File: config.mk
export PLATFORM = sky130hd
export DESIGN_NAME = dma_dev_port
export DESIGN_NICKNAME = d
export VERILOG_FILES = /design/src/rtl/dma_pkg.sv /design/src/rtl/dma_skid_buf.sv /design/src/rtl/dma_dev_port.sv
export SDC_FILE = /design/constraint.sdc
export NUM_CORES = 1
export LEC_CHECK = 0
export ABC_AREA = 1
export CORE_ASPECT_RATIO = 0.8
export CORE_UTILIZATION = 30
export CTS_CLUSTER_DIAMETER = 120
export CTS_CLUSTER_SIZE = 20
export DETAILED_ROUTE_END_ITERATION = 12
export DONT_BUFFER_PORTS = 1
export GPL_ROUTABILITY_DRIVEN = 0
export PLACE_DENSITY = 0.51
export SLEW_MARGIN = 10
export SYNTH_ARGS = -nofsm -noshare
export SYNTH_HDL_FRONTEND = slang
export SYNTH_SLANG_ARGS = --single-unit
File: constraint.sdc
create_clock -name clk -period 1.9 [get_ports clk]
set_input_delay 0.38 -clock clk [delete_from_list [all_inputs] [get_ports clk]]
set_output_delay 0.38 -clock clk [all_outputs]
set_load 0.005 [all_outputs]
File: src/rtl/dma_pkg.sv
// Shared constants and state encoding for the DMA device-side port.
package dma_pkg;

  localparam int ADD_LEN_DEF         = 16;
  localparam int DATA_LEN_DEF        = 16;
  localparam int SKID_DEPTH_LOG2_DEF = 1;

  typedef enum logic [2:0] {
    ST_IDLE  = 3'd0,
    ST_REQ   = 3'd1,
    ST_XFER  = 3'd2,
    ST_DRAIN = 3'd3,
    ST_DONE  = 3'd4
  } dma_state_e;

  localparam logic [15:0] WDOG_LIMIT = 16'hFFFF;

endpackage

File: src/rtl/dma_skid_buf.sv
// Small FIFO absorbing read words that arrive after dev_ack has fallen.
// The overflow checker is compiled only when SIM is defined.
module dma_skid_buf #(
  parameter int DATA_LEN   = 16,
  parameter int DEPTH_LOG2 = 1
) (
  input  logic                  clk,
  input  logic                  reset_n,
  input  logic                  flush,
  input  logic                  push,
  input  logic [DATA_LEN-1:0]   push_data,
  input  logic                  pop,
  output logic [DATA_LEN-1:0]   pop_data,
  output logic                  full,
  output logic                  empty,
  output logic [DEPTH_LOG2:0]   count
);

  localparam int DEPTH = 1 << DEPTH_LOG2;
  localparam int CW    = DEPTH_LOG2 + 1;
  localparam logic [DEPTH_LOG2-1:0] PTR_ONE  = DEPTH_LOG2'(1);
  localparam logic [CW-1:0]         CNT_ONE  = CW'(1);
  localparam logic [CW-1:0]         CNT_FULL = CW'(DEPTH);

  logic [DATA_LEN-1:0]   mem_r [DEPTH];
  logic [DEPTH_LOG2-1:0] wr_ptr_r;
  logic [DEPTH_LOG2-1:0] rd_ptr_r;
  logic [CW-1:0]         count_r;
  logic                  do_push_s;
  logic                  do_pop_s;

  assign empty     = (count_r == {CW{1'b0}});
  assign full      = (count_r == CNT_FULL);
  assign count     = count_r;
  assign pop_data  = mem_r[rd_ptr_r];
  assign do_pop_s  = pop & ~empty;
  assign do_push_s = push & (~full | do_pop_s);

  // Storage, pointers and occupancy; a push into a full buffer is dropped.
  always_ff @(posedge clk or negedge reset_n) begin
    if (!reset_n) begin
      for (int i = 0; i < DEPTH; i++) begin
        mem_r[i] <= {DATA_LEN{1'b0}};
      end
      wr_ptr_r <= {DEPTH_LOG2{1'b0}};
      rd_ptr_r <= {DEPTH_LOG2{1'b0}};
      count_r  <= {CW{1'b0}};
    end else if (flush) begin
      wr_ptr_r <= {DEPTH_LOG2{1'b0}};
      rd_ptr_r <= {DEPTH_LOG2{1'b0}};
      count_r  <= {CW{1'b0}};
    end else begin
      if (do_push_s) begin
        mem_r[wr_ptr_r] <= push_data;
        wr_ptr_r        <= wr_ptr_r + PTR_ONE;
      end
      if (do_pop_s) begin
        rd_ptr_r <= rd_ptr_r + PTR_ONE;
      end
      case ({do_push_s, do_pop_s})
        2'b10:   count_r <= count_r + CNT_ONE;
        2'b01:   count_r <= count_r - CNT_ONE;
        default: count_r <= count_r;
      endcase
    end
  end

`ifdef SIM
  dma_skid_buf_chk u_chk (
    .clk     (clk),
    .reset_n (reset_n),
    .push    (push),
    .pop     (do_pop_s),
    .full    (full)
  );
`endif

endmodule

`ifdef SIM
module dma_skid_buf_chk (
  input logic clk,
  input logic reset_n,
  input logic push,
  input logic pop,
  input logic full
);
  // A word arriving with no room means dev_ack was raised too eagerly.
  always @(posedge clk) begin
    if (reset_n) begin
      assert (!(push && full && !pop))
        else $error("skid buffer overflow");
    end
  end
endmodule
`endif

File: src/rtl/dma_dev_port.sv
// Device-side DMA front end: descriptor handoff, write-data feed, read-data skid capture.
// Optional watchdog is enabled by defining DMA_DEV_TIMEOUT_EN.
module dma_dev_port
  import dma_pkg::*;
#(
  parameter int ADD_LEN         = ADD_LEN_DEF,
  parameter int DATA_LEN        = DATA_LEN_DEF,
  parameter int SKID_DEPTH_LOG2 = SKID_DEPTH_LOG2_DEF
) (
  input  logic                clk,
  input  logic                reset_n,
  input  logic                cmd_valid,
  output logic                cmd_ready,
  input  logic                cmd_rd_wr,
  input  logic [ADD_LEN-1:0]  cmd_num_words,
  input  logic [ADD_LEN:0]    cmd_start_addr,
  input  logic                src_valid,
  input  logic [DATA_LEN-1:0] src_data,
  output logic                src_ready,
  output logic                snk_valid,
  output logic [DATA_LEN-1:0] snk_data,
  input  logic                snk_ready,
  output logic                rqst,
  output logic                rd_wr,
  output logic [ADD_LEN-1:0]  num_words,
  output logic [ADD_LEN:0]    start_addr,
  output logic                dev_ack,
  output logic [DATA_LEN-1:0] dev_in,
  input  logic                dma_ack,
  input  logic [DATA_LEN-1:0] dev_out,
  input  logic                end_flag,
  input  logic                error_flag,
  output logic                done,
  output logic                err,
  output logic [ADD_LEN-1:0]  words_done
);

  localparam int CW = SKID_DEPTH_LOG2 + 1;
  localparam logic [CW-1:0]      CNT_ONE = CW'(1);
  localparam logic [ADD_LEN-1:0] WD_ONE  = ADD_LEN'(1);

  dma_state_e          state_r;
  dma_state_e          state_nxt;
  logic                rd_wr_r;
  logic [ADD_LEN-1:0]  num_words_r;
  logic [ADD_LEN:0]    start_addr_r;
  logic [ADD_LEN-1:0]  words_done_r;
  logic                err_r;

  logic                accept_s;
  logic                is_xfer_s;
  logic                is_drain_s;
  logic                wr_xfer_s;
  logic                rd_xfer_s;
  logic                push_s;
  logic                pop_s;
  logic                full_s;
  logic                empty_s;
  logic [CW-1:0]       count_s;
  logic                drain_need_s;
  logic                wd_expired_s;
  logic                timeout_hit_s;
  logic                err_set_s;

  assign accept_s   = (state_r == ST_IDLE) & cmd_valid;
  assign is_xfer_s  = (state_r == ST_XFER);
  assign is_drain_s = (state_r == ST_DRAIN);
  assign wr_xfer_s  = is_xfer_s & ~rd_wr_r;
  assign rd_xfer_s  = is_xfer_s & rd_wr_r;
  assign push_s     = rd_xfer_s & dma_ack;
  assign pop_s      = ~empty_s & snk_ready;

  // Occupancy after this cycle's push/pop decides whether a read must drain.
  assign drain_need_s = push_s | ~(empty_s | ((count_s == CNT_ONE) & pop_s));

  dma_skid_buf #(
    .DATA_LEN   (DATA_LEN),
    .DEPTH_LOG2 (SKID_DEPTH_LOG2)
  ) u_skid (
    .clk       (clk),
    .reset_n   (reset_n),
    .flush     (timeout_hit_s),
    .push      (push_s),
    .push_data (dev_out),
    .pop       (pop_s),
    .pop_data  (snk_data),
    .full      (full_s),
    .empty     (empty_s),
    .count     (count_s)
  );

`ifdef DMA_DEV_TIMEOUT_EN
  logic [15:0] wdog_r;

  // Idle-cycle watchdog, restarted by any controller activity.
  always_ff @(posedge clk or negedge reset_n) begin
    if (!reset_n) begin
      wdog_r <= 16'd0;
    end else if (is_xfer_s | is_drain_s) begin
      if (dma_ack | end_flag) begin
        wdog_r <= 16'd0;
      end else if (wdog_r != WDOG_LIMIT) begin
        wdog_r <= wdog_r + 16'd1;
      end else begin
        wdog_r <= wdog_r;
      end
    end else begin
      wdog_r <= 16'd0;
    end
  end

  assign wd_expired_s = (wdog_r == WDOG_LIMIT);
`else
  assign wd_expired_s = 1'b0;
`endif

  // Normal completion takes priority over an expiring watchdog.
  assign timeout_hit_s = wd_expired_s & ((is_xfer_s & ~end_flag) | (is_drain_s & ~empty_s));
  assign err_set_s     = (is_xfer_s & error_flag) | (push_s & full_s & ~pop_s) | timeout_hit_s;

  assign cmd_ready  = (state_r == ST_IDLE);
  assign rqst       = (state_r == ST_REQ);
  assign done       = (state_r == ST_DONE);
  assign rd_wr      = rd_wr_r;
  assign num_words  = num_words_r;
  assign start_addr = start_addr_r;
  assign err        = err_r;
  assign words_done = words_done_r;
  assign snk_valid  = ~empty_s;
  assign src_ready  = wr_xfer_s & dma_ack;
  assign dev_in     = wr_xfer_s ? src_data : {DATA_LEN{1'b0}};

  // Read side accepts only when a late word still has a free slot.
  always_comb begin
    dev_ack = 1'b0;
    if (wr_xfer_s) begin
      dev_ack = src_valid;
    end else if (rd_xfer_s) begin
      dev_ack = empty_s | ((count_s == CNT_ONE) & snk_ready);
    end else begin
      dev_ack = 1'b0;
    end
  end

  // Next-state logic.
  always_comb begin
    state_nxt = state_r;
    case (state_r)
      ST_IDLE: begin
        if (cmd_valid) begin
          state_nxt = ST_REQ;
        end else begin
          state_nxt = ST_IDLE;
        end
      end
      ST_REQ: state_nxt = ST_XFER;
      ST_XFER: begin
        if (end_flag) begin
          if (rd_wr_r && drain_need_s) begin
            state_nxt = ST_DRAIN;
          end else begin
            state_nxt = ST_DONE;
          end
        end else if (timeout_hit_s) begin
          state_nxt = ST_DONE;
        end else begin
          state_nxt = ST_XFER;
        end
      end
      ST_DRAIN: begin
        if (empty_s || timeout_hit_s) begin
          state_nxt = ST_DONE;
        end else begin
          state_nxt = ST_DRAIN;
        end
      end
      ST_DONE: state_nxt = ST_IDLE;
      default: state_nxt = ST_IDLE;
    endcase
  end

  // State, descriptor, progress and status registers.
  always_ff @(posedge clk or negedge reset_n) begin
    if (!reset_n) begin
      state_r      <= ST_IDLE;
      rd_wr_r      <= 1'b0;
      num_words_r  <= {ADD_LEN{1'b0}};
      start_addr_r <= {(ADD_LEN+1){1'b0}};
      words_done_r <= {ADD_LEN{1'b0}};
      err_r        <= 1'b0;
    end else begin
      state_r <= state_nxt;
      if (accept_s) begin
        rd_wr_r      <= cmd_rd_wr;
        num_words_r  <= cmd_num_words;
        start_addr_r <= cmd_start_addr;
        words_done_r <= {ADD_LEN{1'b0}};
        err_r        <= 1'b0;
      end else begin
        if (is_xfer_s && dma_ack) begin
          words_done_r <= words_done_r + WD_ONE;
        end
        if (err_set_s) begin
          err_r <= 1'b1;
        end
      end
    end
  end

endmodule

* After elaboration in Yosys (flattened, before gate mapping)
Index checks and enable logic that the tools add are counted.
** Word-level totals
- Bits in registers :: 90
- Input port bits :: 74
- Output and inout bits :: 89
- Word-level logic and storage cells :: 79
** Cells by class
- Add/sub/neg operators :: 5
- $lt $le $gt $ge :: 3
- Equality and inequality tests :: 8
- Muxes and demuxes :: 19
- Bitwise logic cells :: 25
- Reductions and logical operators :: 8
** Operators with widths (count)
- $mux 16 :: 7
- $bwmux 32 :: 1
- $add 16x1->16 const B :: 1
- $demux 16 s1 :: 1
- $and 1x1->1 :: 13
- $pmux 3 s4 :: 1
- $mux 3 :: 3
- $eq 3x2->1 const B :: 2
- $reduce_bool 2->1 :: 3
- $mux 1 :: 5
- $not 1->1 :: 5
- $or 1x1->1 :: 5
- $eq 2x1->1 const B :: 2
- $eq 2x2->1 const B :: 2
- $ge 2x2->1 const B :: 2
- $not 1->2 :: 2
- $pmux 2 s2 :: 1
- $eq 3x1->1 const B :: 1
- $eq 3x3->1 const B :: 1
- $logic_and 1x1->1 :: 3
- $logic_not 3->1 :: 1
- $add 1x1->1 const B :: 2
- $add 2x1->2 const B :: 1
- $logic_not 2->1 :: 1
- other kinds (2) :: 2

* Logic depth before layout (Yosys ltp)
- Depth after elaboration :: 11
- Mapped depth :: 10
- Gate-level depth less buffers :: 9

* Modules after synthesis
Synthesis repeated with hierarchy kept, for this count alone.
** Unflattened totals
- Cells, all modules :: 566
- Area, all modules :: 4521.8 µm²
** By module, submodules not included
- dma_dev_port :: times used 1, cells an instance 357, area each 2695.1 µm², sequential area each 1351.3 µm²
- dma_skid_buf :: times used 1, cells an instance 209, area each 1826.8 µm², sequential area each 900.9 µm²

* Least setup slack after synthesis
OpenSTA, ideal clock, no wires.
- Kind :: register to register
- Start point :: reg u_skid.count_r[0] (netlist: u_skid.count[0])
- End point :: reg u_skid.count_r[1] (netlist: u_skid.count[1])
- Library setup time :: 0.127 ns
- Data arrival time :: 1.671 ns
- Data required time :: 1.773 ns
- Slack :: 0.102 ns
- Stages on the path, launching flop included :: 11
- Buffers on the path :: 1
- Period minus slack after synthesis :: 1.798 ns
- Cells stage by stage :: dfrtp_1 > inv_1 > ha_1 > inv_1 > nand2_1 > nand2_1 > nand2_4 > buf_2 > ha_1 > nand2_1 > o21ai_0
** Between the ends
- Cells in the longest elaborated chain, start to end :: 8
- Elaborated cells between the ends (all ways) :: 14
- Those cells by class :: add/sub: 2; eq/ne: 3; mux: 1; bitwise: 6; reduce/logical: 2
** RTL lines
- start: declaration :: line dma_skid_buf.sv:28 : logic [CW-1:0] count_r;
- start signal: assignment :: line dma_skid_buf.sv:47 : count_r <= {CW{1'b0}};
- start signal: assignment :: line dma_skid_buf.sv:51 : count_r <= {CW{1'b0}};
- start signal: assignment :: line dma_skid_buf.sv:61 : 2'b10: count_r <= count_r + CNT_ONE;
- $logic_not 2->1 * :: line dma_skid_buf.sv:32 : assign empty = (count_r == {CW{1'b0}});
- $not 1->1 *
- named net snk_valid :: line dma_dev_port.sv:20 : output logic snk_valid,
- $and 1x1->1 :: line dma_dev_port.sv:71 : assign pop_s = ~empty_s & snk_ready;
- $and 1x1->1 * :: line dma_skid_buf.sv:36 : assign do_pop_s = pop & ~empty;
- $or 1x1->1 :: line dma_skid_buf.sv:37 : assign do_push_s = push & (~full | do_pop_s);
- $and 1x1->1 :: line dma_skid_buf.sv:37
- $eq 2x1->1 / $eq 2x2->1 (equally long branches) :: line dma_skid_buf.sv:60 : case ({do_push_s, do_pop_s})
- $pmux 2 s2 / $reduce_bool 2->1 (equally long branches)
Mark *: on every way through the listed nets, which the timed path passes. The rest lies on a longest branch.
A chain may end at the register's enable or synchronous reset.

* Worst setup path in the final report
- Start point :: reg state_r[2]
- End point :: out dev_in[4]
** Between the ends
- Cells in the longest elaborated chain, start to end :: 3
** RTL lines
- start: declaration :: line dma_dev_port.sv:42 : dma_state_e state_r;
- start signal: assignment :: line dma_dev_port.sv:192 : state_r <= state_nxt;
- $eq 3x2->1 :: line dma_dev_port.sv:66 : assign is_xfer_s = (state_r == ST_XFER);
- $and 1x1->1 :: line dma_dev_port.sv:68 : assign wr_xfer_s = is_xfer_s & ~rd_wr_r;
- $mux 16 :: line dma_dev_port.sv:131 : assign dev_in = wr_xfer_s ? src_data : {DATA_LEN{1'b0}};
- end: declaration :: line dma_dev_port.sv:28 : output logic [DATA_LEN-1:0] dev_in,
Every way passes these cells.

==> impl_metrics.csv <==
group,metric,value,unit
floorplan,die_h,109.2,um
critical_path,critPathMaxStageDelay,0.41,ns
routing,detail_route.wl_per_cell,14.89,um
synthesis,synth.area.top_cells,"dfrtp_1 (52%), nand2_1 (20%), o21ai_0 (6.5%)",
pwr,p_sw_share,37.58,%
critical_path,crit_chain,"inv_2 > nand3_2 > inv_2 > nand2_4 > clkbuf_16 > nor2_2",
critical_path,crit_cells,6,
sta,hold_ws,-0.2744,ns
synthesis,async_flop_share,100.0,%
synthesis,yosysMostFrequentCell,"nand2_1",
cts,cts_root_buf,"clkbuf_16",
synthesis,synth_seq_cells,90,
floorplan,rows,38,
routing,drc,0,
critical_path,cp_slowest_cell,"dfrtp_1",
sta,tightest_slew,0.4748,ns
cts,cts_inserted_buffers,9,
grt,grt-ovfl-total,0,
synthesis,synth.top_cell.area_share,52.26,%
synthesis,synth_edf_count,0,
routing,wl,11.18,mm
synthesis,synthSimpleGateAreaFrac,28.54,%
critical_path,r2r_setup_slack,0.16,ns
sta,setup-violations-final,0,
synthesis,synth.avg_cell_area,7.709,um2
pwr,power.leakage,2.568,nW
pwr,intPower,4.811,mW
grt,grtUsageTotal,15.09,%
synthesis,synthAdderAreaFrac,1.452,%
finish,fill_cells,1482,
pwr,p_switching,2.896,mW
synthesis,synthesis.area,0.004309,mm2
floorplan,dieArea,0.01485,mm2
finish,drive_above_1_share,9.632,%
synthesis,ys.flop_type,"dfrtp_1",
cts,clockBufferDepth,2,
cts,cts_tree,"done",
worst_hold_path,hp-class,"in -> async",
sta,clock.fmax,546.1,MHz
finish,syn2layout_area_growth,16.20,%
critical_path,startpoint_type,"flop",
critical_path,critPathCaptureType,"primary output",
floorplan,coreArea,0.01379,mm2
sta,hold_violations,90,
critical_path,arrival,1.45,ns
routing,drt_iter0_markers,141,
run,cap_violations,0,
cts,cts_sinks,90,
grt,grt_max_degree,91,
floorplan,die_w,136.0,um
cts,htreeDepth,3,
grt,grt_pass1_wl,17.02,mm
pwr,p_comb_share,32.3,%
grt,grt_antenna_before_repair,0,
floorplan,io-pin-count,163,
floorplan,initial_core_util,31.25,%
sta,drv_slew,0,
synthesis,synth_top_family_by_area,"simple AND/OR/NAND/NOR gates",
critical_path,cp.required,1.52,ns
synthesis,synth_compound_area_share,8.333,%
synthesis,syn_nets,638,
finish,post-route-util,36.32,%
synthesis,syn_inst,559,
critical_path,path_buf_inv,3,
pwr,vdd_drop_max,0.5976,mV
sta,min_period,1.831,ns
critical_path,reg2regPathDepth,8,
finish,multi_input_area,0.001765,mm2
synthesis,ys_seq_area_share,52.26,%
synthesis,synthMuxAreaShare,0,%
finish,fin_cells,751,
routing,drt_first_pass_iters,4,
status,failed_checks,"hold timing",
sta,rsz0062_at_grt,"true",
finish,n_antenna_cell,0,
grt,grt_pass1_vias,3369,
critical_path,reg2reg_to,"u_skid.count[1]",
pwr,clkPwrFrac,25.6,%
sta,fin_crit_sh,96.37,%
finish,final_nets,645,
synthesis,yosys_warnings,0,
cts,insertion_delay,0.34,ns
pwr,powerDensity,1539,mW/mm2
placement,place_inst,729,
critical_path,crit_top_cell,"inv_2",
critical_path,crit_family,"flip-flops",
critical_path,crit_end,"dev_in[4]",
synthesis,synth_cell_types,30,
cts,path_clk_slew,0.06,ns
sta,clock_skew,0.007370,ns
critical_path,crit_start,"state_r[2]",
critical_path,critical_path_class,"reg -> out",
critical_path,r2r_start,"state_r[2]",
critical_path,path_max_fanout,8,
synthesis,synth_top_area_cell,"dfrtp_1",
routing,avgViaCountPerCell,4.682,
finish,ff_latch_area,0.002252,mm2
placement,portBuffers,0,
status,status,"finished with violations",
routing,detail-route-antenna-nets,0,
placement,dp_hpwl,7.742,mm
synthesis,yosys-top-cells-count,"nand2_1 (228), dfrtp_1 (90), inv_1 (68)",
routing,routed-via-count,3516,
pwr,seqPwrFrac,42.0,%
synthesis,synth-xor-area-share,1.016,%
sta,timing.slew.headroom,68.31,%
placed cells by master (no fill, tap or decap), types with 6 or more instances in the layout:
cell / synthesis / final
nand4_1: 8 / 8
clkbuf_16: 0 / 10
nor2_4: 3 / 6
nand3_1: 9 / 8
dfrtp_1: 90 / 90
o21ai_0: 56 / 56
nor2_1: 43 / 31
inv_1: 68 / 66
buf_4: 3 / 12
a21oi_1: 6 / 6
nand2_1: 228 / 227
nor2_2: 0 / 9
cells by family after synthesis:
family | after synthesis
compound gates | 69
xor+xnor | 5
flops | 90
fa+ha+maj | 5
simple gates | 301
buf+inv | 89
state kept, by name, indices dropped and copies added (netlist names), 2 cells and up:
name,count
state_r,3
num_words,16
start_addr,17
u_skid.mem_r,32
u_skid.count,2
words_done,16
per-layer routing:
layer	global-route usage (%)	vias up	part of all wire [%]
li1	-	1732	-
met1	18.61	1636	43
met2	23.32	137	45
met3	6.834	11	11
met4	5.079	0	0.98
met5	0	-	0
worst reg2reg max path, stage by stage (launching register included):
cell,delay (ns)
dfrtp_1,0.41
inv_2,0.10
buf_4,0.12
nand4_4,0.16
nor2_4,0.18
nand2_4,0.16
ha_1,0.35
nand2_1,0.07
o21ai_0,0.07
worst min path at each step:
stage / start / to / slack (ns) / cells past startpoint
after global routing: reset_n / words_done[15] / -0.30 / 0
final: reset_n / words_done[15] / -0.27 / 0
after global placement: reset_n / words_done[15] / 0.09 / 0
after detailed placement: reset_n / words_done[15] / 0.09 / 0
after floorplan: reset_n / err / 0.08 / 0
after CTS: reset_n / words_done[15] / -0.29 / 0
per-stage QoR:
stage / area (um2) / setup WS [ns] / power (mW) / setup TNS, ns
after floorplan: 4309 / 0.1017 / 4.859 / 0
after global placement: 4519 / 0.1599 / 5.478 / 0
after detailed placement: 4519 / 0.1033 / 5.551 / 0
after CTS: 4888 / 0.01406 / 7.629 / 0
after global routing: 5007 / -0.02463 / 8.360 / -0.1566
final: 5007 / 0.06891 / 7.707 / 0
power by group through the flow:
| stage | clock network, mW | logic, mW | registers (mW) |
|---|---|---|---|
| 3_5_place_dp | 0 | 2.28 | 3.27 |
| 5_1_grt | 2.12 | 2.90 | 3.34 |
| 4_1_cts | 2.05 | 2.33 | 3.25 |
| 3_3_place_gp | 0 | 2.21 | 3.27 |
| 6_report | 1.98 | 2.49 | 3.24 |
| 2_1_floorplan | 0 | 1.75 | 3.11 |
layout make-up:
type | instances | area share, %
clock buffers | 12 | 5.122
clock inverters | 4 | 1.474
multi-input cells | 380 | 35.26
flip-flops and latches | 90 | 44.98
repair buffers | 16 | 3.498
inverters | 69 | 5.172
well taps | 180 | 4.498
timing repair:
item,4_1_cts,5_1_grt
setup buffers,0,5
pin swaps,0,2
resized for setup,14,11
endpoints found under the setup margin,16,48
cloned,0,1
hold endpoints to repair,90,90
Note: power is estimated with default switching activity, not from simulation.
